[config.mk]
export PLATFORM = sky130hd
export DESIGN_NAME = scan_pattern_engine
export DESIGN_NICKNAME = d
export VERILOG_FILES = /design/src/rtl/scan_pattern_engine.sv
export SDC_FILE = /design/constraint.sdc
export NUM_CORES = 1
export LEC_CHECK = 0
export CORE_ASPECT_RATIO = 1.75
export CORE_UTILIZATION = 52
export DETAILED_ROUTE_END_ITERATION = 12
export PLACE_DENSITY = 0.86
export SYNTH_ARGS = -nofsm -noshare
export SYNTH_HDL_FRONTEND = slang
export SYNTH_SLANG_ARGS = --single-unit
export TNS_END_PERCENT = 100
[constraint.sdc]
create_clock -name clk -period 4.4 [get_ports clk]
set_input_delay 0.88 -clock clk [delete_from_list [all_inputs] [get_ports clk]]
set_output_delay 0.88 -clock clk [all_outputs]
set_load 0.005 [all_outputs]
[src/rtl/scan_pattern_engine.sv]
// scan_pattern_engine: multi-chain scan load/unload sequencer with overlapped unload compare.
// Optional miscompare diagnostics (fail_vld/vec/pat/bit) are built when SCAN_ENG_DIAG_EN is defined.
module scan_pattern_engine #(
  parameter int NCHAIN    = 4,
  parameter int CHAIN_LEN = 64,
  parameter int CNT_W     = 16
) (
  input  logic              clk,
  input  logic              rst,
  input  logic              start,
  input  logic [CNT_W-1:0]  npat,
  input  logic              pat_vld,
  output logic              pat_rdy,
  input  logic [NCHAIN-1:0] pat_si,
  input  logic [NCHAIN-1:0] pat_exp,
  input  logic [NCHAIN-1:0] pat_msk,
  output logic              scan_se,
  output logic              scan_ce,
  output logic [NCHAIN-1:0] scan_si,
  input  logic [NCHAIN-1:0] scan_so,
  output logic              busy,
  output logic              done,
  output logic [CNT_W-1:0]  pattern_number,
  output logic [CNT_W-1:0]  vector_number,
  output logic [CNT_W-1:0]  fail_cnt,
  output logic              fail_vld,
  output logic [NCHAIN-1:0] fail_vec,
  output logic [CNT_W-1:0]  fail_pat,
  output logic [CNT_W-1:0]  fail_bit
);

  localparam int BIT_W = (CHAIN_LEN > 1) ? $clog2(CHAIN_LEN) : 1;
  localparam logic [BIT_W-1:0] LAST_BIT = BIT_W'(CHAIN_LEN - 1);

  localparam logic [2:0] ST_IDLE   = 3'd0;
  localparam logic [2:0] ST_SHIFT  = 3'd1;
  localparam logic [2:0] ST_PRE    = 3'd2;
  localparam logic [2:0] ST_CAPT   = 3'd3;
  localparam logic [2:0] ST_POST   = 3'd4;
  localparam logic [2:0] ST_UNLOAD = 3'd5;

  logic [2:0]        state_q, state_d;
  logic [BIT_W-1:0]  bit_cnt_q, bit_cnt_d;
  logic [CNT_W-1:0]  npat_q, npat_d;
  logic [CNT_W-1:0]  pat_num_q, pat_num_d;
  logic [CNT_W-1:0]  vec_num_q, vec_num_d;
  logic [CNT_W-1:0]  fail_cnt_q, fail_cnt_d;
  logic              done_q, done_d;

  logic              in_stream;
  logic              accept;
  logic              last_beat;
  logic              cmp_en;
  logic [NCHAIN-1:0] mis;
  logic              any_mis;
  logic [CNT_W-1:0]  pat_num_inc;

  assign in_stream   = (state_q == ST_SHIFT) || (state_q == ST_UNLOAD);
  assign accept      = in_stream && pat_vld;
  assign last_beat   = (bit_cnt_q == LAST_BIT);
  assign pat_num_inc = pat_num_q + CNT_W'(1);

  // While loading pattern 0 the chains still hold unknown data, so nothing is compared.
  assign cmp_en  = accept && !((state_q == ST_SHIFT) && (pat_num_q == '0));
  assign mis     = cmp_en ? ((scan_so ^ pat_exp) & ~pat_msk) : '0;
  assign any_mis = |mis;

  always_comb begin
    state_d    = state_q;
    bit_cnt_d  = bit_cnt_q;
    npat_d     = npat_q;
    pat_num_d  = pat_num_q;
    vec_num_d  = vec_num_q;
    fail_cnt_d = fail_cnt_q;
    done_d     = 1'b0;
    case (state_q)
      ST_IDLE: begin
        if (start) begin
          if (npat != '0) begin
            state_d    = ST_SHIFT;
            npat_d     = npat;
            bit_cnt_d  = '0;
            pat_num_d  = '0;
            vec_num_d  = '0;
            fail_cnt_d = '0;
          end else begin
            done_d = 1'b1;
          end
        end
      end
      ST_SHIFT, ST_UNLOAD: begin
        if (accept) begin
          vec_num_d = vec_num_q + CNT_W'(1);
          if (any_mis && (fail_cnt_q != {CNT_W{1'b1}})) begin
            fail_cnt_d = fail_cnt_q + CNT_W'(1);
          end
          if (last_beat) begin
            bit_cnt_d = '0;
            if (state_q == ST_SHIFT) begin
              state_d = ST_PRE;
            end else begin
              state_d = ST_IDLE;
              done_d  = 1'b1;
            end
          end else begin
            bit_cnt_d = bit_cnt_q + BIT_W'(1);
          end
        end
      end
      ST_PRE:  state_d = ST_CAPT;
      ST_CAPT: state_d = ST_POST;
      ST_POST: begin
        // pat_num_q < npat_q always holds here, so the increment cannot wrap.
        if (pat_num_inc < npat_q) begin
          pat_num_d = pat_num_inc;
          state_d   = ST_SHIFT;
        end else begin
          state_d = ST_UNLOAD;
        end
      end
      default: state_d = ST_IDLE;
    endcase
  end

  always_ff @(posedge clk) begin
    if (rst) begin
      state_q    <= ST_IDLE;
      bit_cnt_q  <= '0;
      npat_q     <= '0;
      pat_num_q  <= '0;
      vec_num_q  <= '0;
      fail_cnt_q <= '0;
      done_q     <= 1'b0;
    end else begin
      state_q    <= state_d;
      bit_cnt_q  <= bit_cnt_d;
      npat_q     <= npat_d;
      pat_num_q  <= pat_num_d;
      vec_num_q  <= vec_num_d;
      fail_cnt_q <= fail_cnt_d;
      done_q     <= done_d;
    end
  end

  assign pat_rdy        = in_stream;
  assign scan_se        = in_stream;
  assign scan_ce        = accept || (state_q == ST_CAPT);
  assign scan_si        = (state_q == ST_SHIFT) ? pat_si : '0;
  assign busy           = (state_q != ST_IDLE);
  assign done           = done_q;
  assign pattern_number = pat_num_q;
  assign vector_number  = vec_num_q;
  assign fail_cnt       = fail_cnt_q;

`ifdef SCAN_ENG_DIAG_EN
  logic              fail_vld_q;
  logic [NCHAIN-1:0] fail_vec_q;
  logic [CNT_W-1:0]  fail_pat_q;
  logic [CNT_W-1:0]  fail_bit_q;

  // In SHIFT the chains are emptying the previous pattern; in UNLOAD, the current one.
  always_ff @(posedge clk) begin
    if (rst) begin
      fail_vld_q <= 1'b0;
      fail_vec_q <= '0;
      fail_pat_q <= '0;
      fail_bit_q <= '0;
    end else begin
      fail_vld_q <= any_mis;
      if (any_mis) begin
        fail_vec_q <= mis;
        fail_pat_q <= (state_q == ST_SHIFT) ? (pat_num_q - CNT_W'(1)) : pat_num_q;
        fail_bit_q <= CNT_W'(bit_cnt_q);
      end
    end
  end

  assign fail_vld = fail_vld_q;
  assign fail_vec = fail_vec_q;
  assign fail_pat = fail_pat_q;
  assign fail_bit = fail_bit_q;
`else
  assign fail_vld = 1'b0;
  assign fail_vec = '0;
  assign fail_pat = '0;
  assign fail_bit = '0;
`endif

endmodule

==> flow_summary.json <==
{
  "drive_gt1_share_pct": 8.621,
  "fin_tns_setup_ps": 0,
  "dp_hpwl_um": 8796,
  "post_cts_resized": 0,
  "cts-root-buf": "clkbuf_16",
  "post-route-util_pct": 66.19,
  "ctsHoldBuffers": 0,
  "dpl-instance-area_um2": 5406,
  "timing.final.crit_share_pct": 85.34,
  "crit_path_cell_trace": "ha_1 > nand4_1 > nor3_1 > nand2_1 > nor2_1 > xor2_1 > ha_1 > nand4_1 > nor2_1 > nand3_1 > o21ai_2 > nand2_2 > a41o_1",
  "use_met3_pct": 6.640,
  "drc_errors": 0,
  "die_w_um": 72.95,
  "synth-seq-cells": 74,
  "synth_edf_count": 0,
  "synth_cells": 552,
  "hp-class": "reg -> reg",
  "end_kind": "flop",
  "pre_cts_ws_ps": 707.1,
  "row_count": 45,
  "postLayoutCellArea_um2": 5702,
  "leakagePower_nw": 2.077,
  "avgViaCountPerCell": 5.675,
  "ys_async_sr_fraction_pct": 0,
  "die-area_um2": 9203,
  "hold_ws_ps": 461.0,
  "antenna_left": 0,
  "grt_use_met1_pct": 25.81,
  "synth_warnings": 0,
  "htreeDepth": 3,
  "synth_ff_type": "dfxtp_1",
  "relSlewSlack_pct": 35.60,
  "grt_pass1_wl_um": 19130,
  "cts.sinks": 74,
  "grt_max_degree": 39,
  "final-hold-violation-count": 0,
  "reg2reg_slack_ps": 650,
  "nets": 689,
  "clockBufferDepth": 2,
  "required_ps": 4630,
  "finalCriticalPeriod_ps": 3755,
  "vias": 4285,
  "grt_use_met2_pct": 49.26,
  "syn_area_per_cell_um2": 8.298,
  "ir_drop_v": 0.0002365,
  "clkSlewWorstSetupHoldPaths_ps": 60,
  "hold_end": "npat_q[11]",
  "worstSetupStartpointType": "flop",
  "avgRoutedWirePerCell_um": 15.64,
  "syn-cell-area_um2": 4581,
  "ff2ff_path_depth": 13,
  "crit_fanout": 15,
  "min_from": "npat_q[11]",
  "worst_clock_skew_ps": 7.087,
  "timing.final.max_slew_violations": 0,
  "routabilityCongestion": 0.8855,
  "core_um2": 8615,
  "slowest_delay_ps": 560,
  "setup_violations": 0,
  "postCtsSetupBuffers": 0,
  "synthTopCellsByArea": "dfxtp_1 (32%), xnor2_1 (7.5%), buf_4 (6.6%)",
  "yosysSeqAreaShare_pct": 32.34,
  "clock_latency_ps": 340,
  "start_util_pct": 53.17,
  "port_buffers": 92,
  "cts_tree": "done",
  "first_pass_iters": 4,
  "io_pins": 130,
  "track_usage_pct": 26.86,
  "slowest_stage": "o21ai_2",
  "diodes": 0,
  "yosys.area.top_type": "dfxtp_1",
  "syn2layout_area_growth_pct": 24.47,
  "criticalPathCategory": "reg -> reg",
  "rr_endpoint": "pattern_number[14]",
  "maxCapViolCount": 0,
  "numCtsBuffers": 9,
  "grt_pass1_vias": 4289,
  "reg2reg_from": "pattern_number[0]",
  "ys_types": 68,
  "status": "finished, final reports clean",
  "wl_um": 11810,
  "grt_antenna_before_repair": 0,
  "holdPathStages": 2,
  "fmax_mhz": 266.3,
  "grt_remaining_overflow": 0,
  "arrival_ps": 3990,
  "drt_iter0_markers": 245,
  "setup_ws_ps": 645.2,
  "tightestPinTransition_ps": 966.0,
  "rsz0062_at_grt": "no",
  "synth_top_area_share_pct": 32.34,
  "die_h_um": 126.2,
  "fillers": 695,
  "power_per_cell_area_nw_per_um2": 279.8,
  "grt_busiest_layer": "met2"
}
## synth_stat cells, types with 10 or more instances
| cell type | number |
|---|---|
| buf_4 | 40 |
| inv_1 | 28 |
| nor3_1 | 20 |
| buf_2 | 10 |
| xnor2_1 | 39 |
| nand2_1 | 61 |
| nor2_1 | 47 |
| ha_1 | 20 |
| a21oi_1 | 32 |
| nand3_1 | 16 |
| nor4_1 | 10 |
| nand4_1 | 19 |
| dfxtp_1 | 74 |
## flip-flops by register name, summed over array words and instances (netlist names)
register / count
bit_cnt_q: 6
done: 1
fail_cnt: 16
state_q: 3
npat_q: 16
vector_number: 16
pattern_number: 16
## layout by cell type (no fill, tap or decap), types with 4 or more instances in the layout
| cell type | synthesis | layout |
|---|---|---|
| nor2_1 | 47 | 47 |
| o21ai_0 | 7 | 7 |
| nand3_1 | 16 | 16 |
| a41o_1 | 8 | 8 |
| and4_1 | 9 | 9 |
| clkdlybuf4s50_1 | 0 | 92 |
| a21oi_1 | 32 | 32 |
| inv_1 | 28 | 28 |
| buf_4 | 40 | 5 |
| clkbuf_16 | 0 | 9 |
| conb_1 | 1 | 37 |
| nor3_1 | 20 | 20 |
| ha_1 | 20 | 20 |
| xnor2_1 | 39 | 39 |
| and3_1 | 4 | 4 |
| or3_1 | 6 | 6 |
| o21ai_1 | 5 | 5 |
| nand4_1 | 19 | 19 |
| xor2_1 | 6 | 6 |
| nand2_1 | 61 | 61 |
| nor4_1 | 10 | 10 |
| dfxtp_1 | 74 | 74 |
| and2_1 | 6 | 6 |
| nor4_2 | 7 | 7 |
## power breakdown
| group | switching (mW) | internal (mW) |
|---|---|---|
| logic | 0.0992 | 0.0744 |
| registers | 0.00913 | 0.682 |
| clock network | 0.293 | 0.437 |
| total | 0.401 | 1.19 |
## layer usage
metal | vias to the layer above | wire (um)
met3 | 46 | 603
met5 | - | 0
met4 | 0 | 565
li1 | 2039 | -
met2 | 165 | 6561
met1 | 2035 | 4078
## critical path: cells and delay by family (launching register included)
kind | cells | cell delay (ps)
compound gates | 2 | 870
xor+xnor | 1 | 110
fa+ha+maj | 2 | 620
flops | 1 | 450
simple gates | 8 | 1570
## worst max path at each step
stage	start	end	slack [ps]
2_1_floorplan	pattern_number[2]	pattern_number[14]	1400
3_3_place_gp	npat[11]	vector_number[7]	880
3_5_place_dp	pattern_number[0]	pattern_number[14]	710
4_1_cts	pattern_number[0]	pattern_number[14]	690
5_1_grt	pattern_number[0]	pattern_number[6]	340
6_report	pattern_number[0]	pattern_number[14]	650
## kinds of logic (layout without fill, tap and decap cells)
kind of cell | count (synthesis) | in the layout | share of synthesized area (%)
adders and majority gates | 20 | 20 | 5.463
muxes | 2 | 2 | 0.4371
AOI/OAI and AO/OA | 82 | 82 | 12.62
xor gates and xnor gates | 45 | 45 | 8.604
DFF | 74 | 74 | 32.34
and+or+nand+nor | 236 | 236 | 29.04
other | 1 | 37 | 0.08187
buffers and inverters | 92 | 142 | 11.42
## stage by stage
| stage | instances | power (mW) |
|---|---|---|
| 2_1_floorplan | 588 | 0.8292 |
| 3_3_place_gp | 739 | 0.8724 |
| 4_1_cts | 755 | 1.604 |
| 3_5_place_dp | 739 | 0.8786 |
| 6_report | 755 | 1.596 |
| 5_1_grt | 755 | 1.656 |
## area by class of cell
type	instances	area, um^2	share of cell area (%)
Multi-Input combinational cell	422	2711	47.55
Sequential cell	74	1481	25.98
Timing Repair Buffer	97	958.4	16.81
Clock buffer	9	225.2	3.950
Tap cell	117	146.4	2.567
Inverter	29	108.9	1.909
Clock inverter	7	70.07	1.229
(Power assumes the default switching activity.)
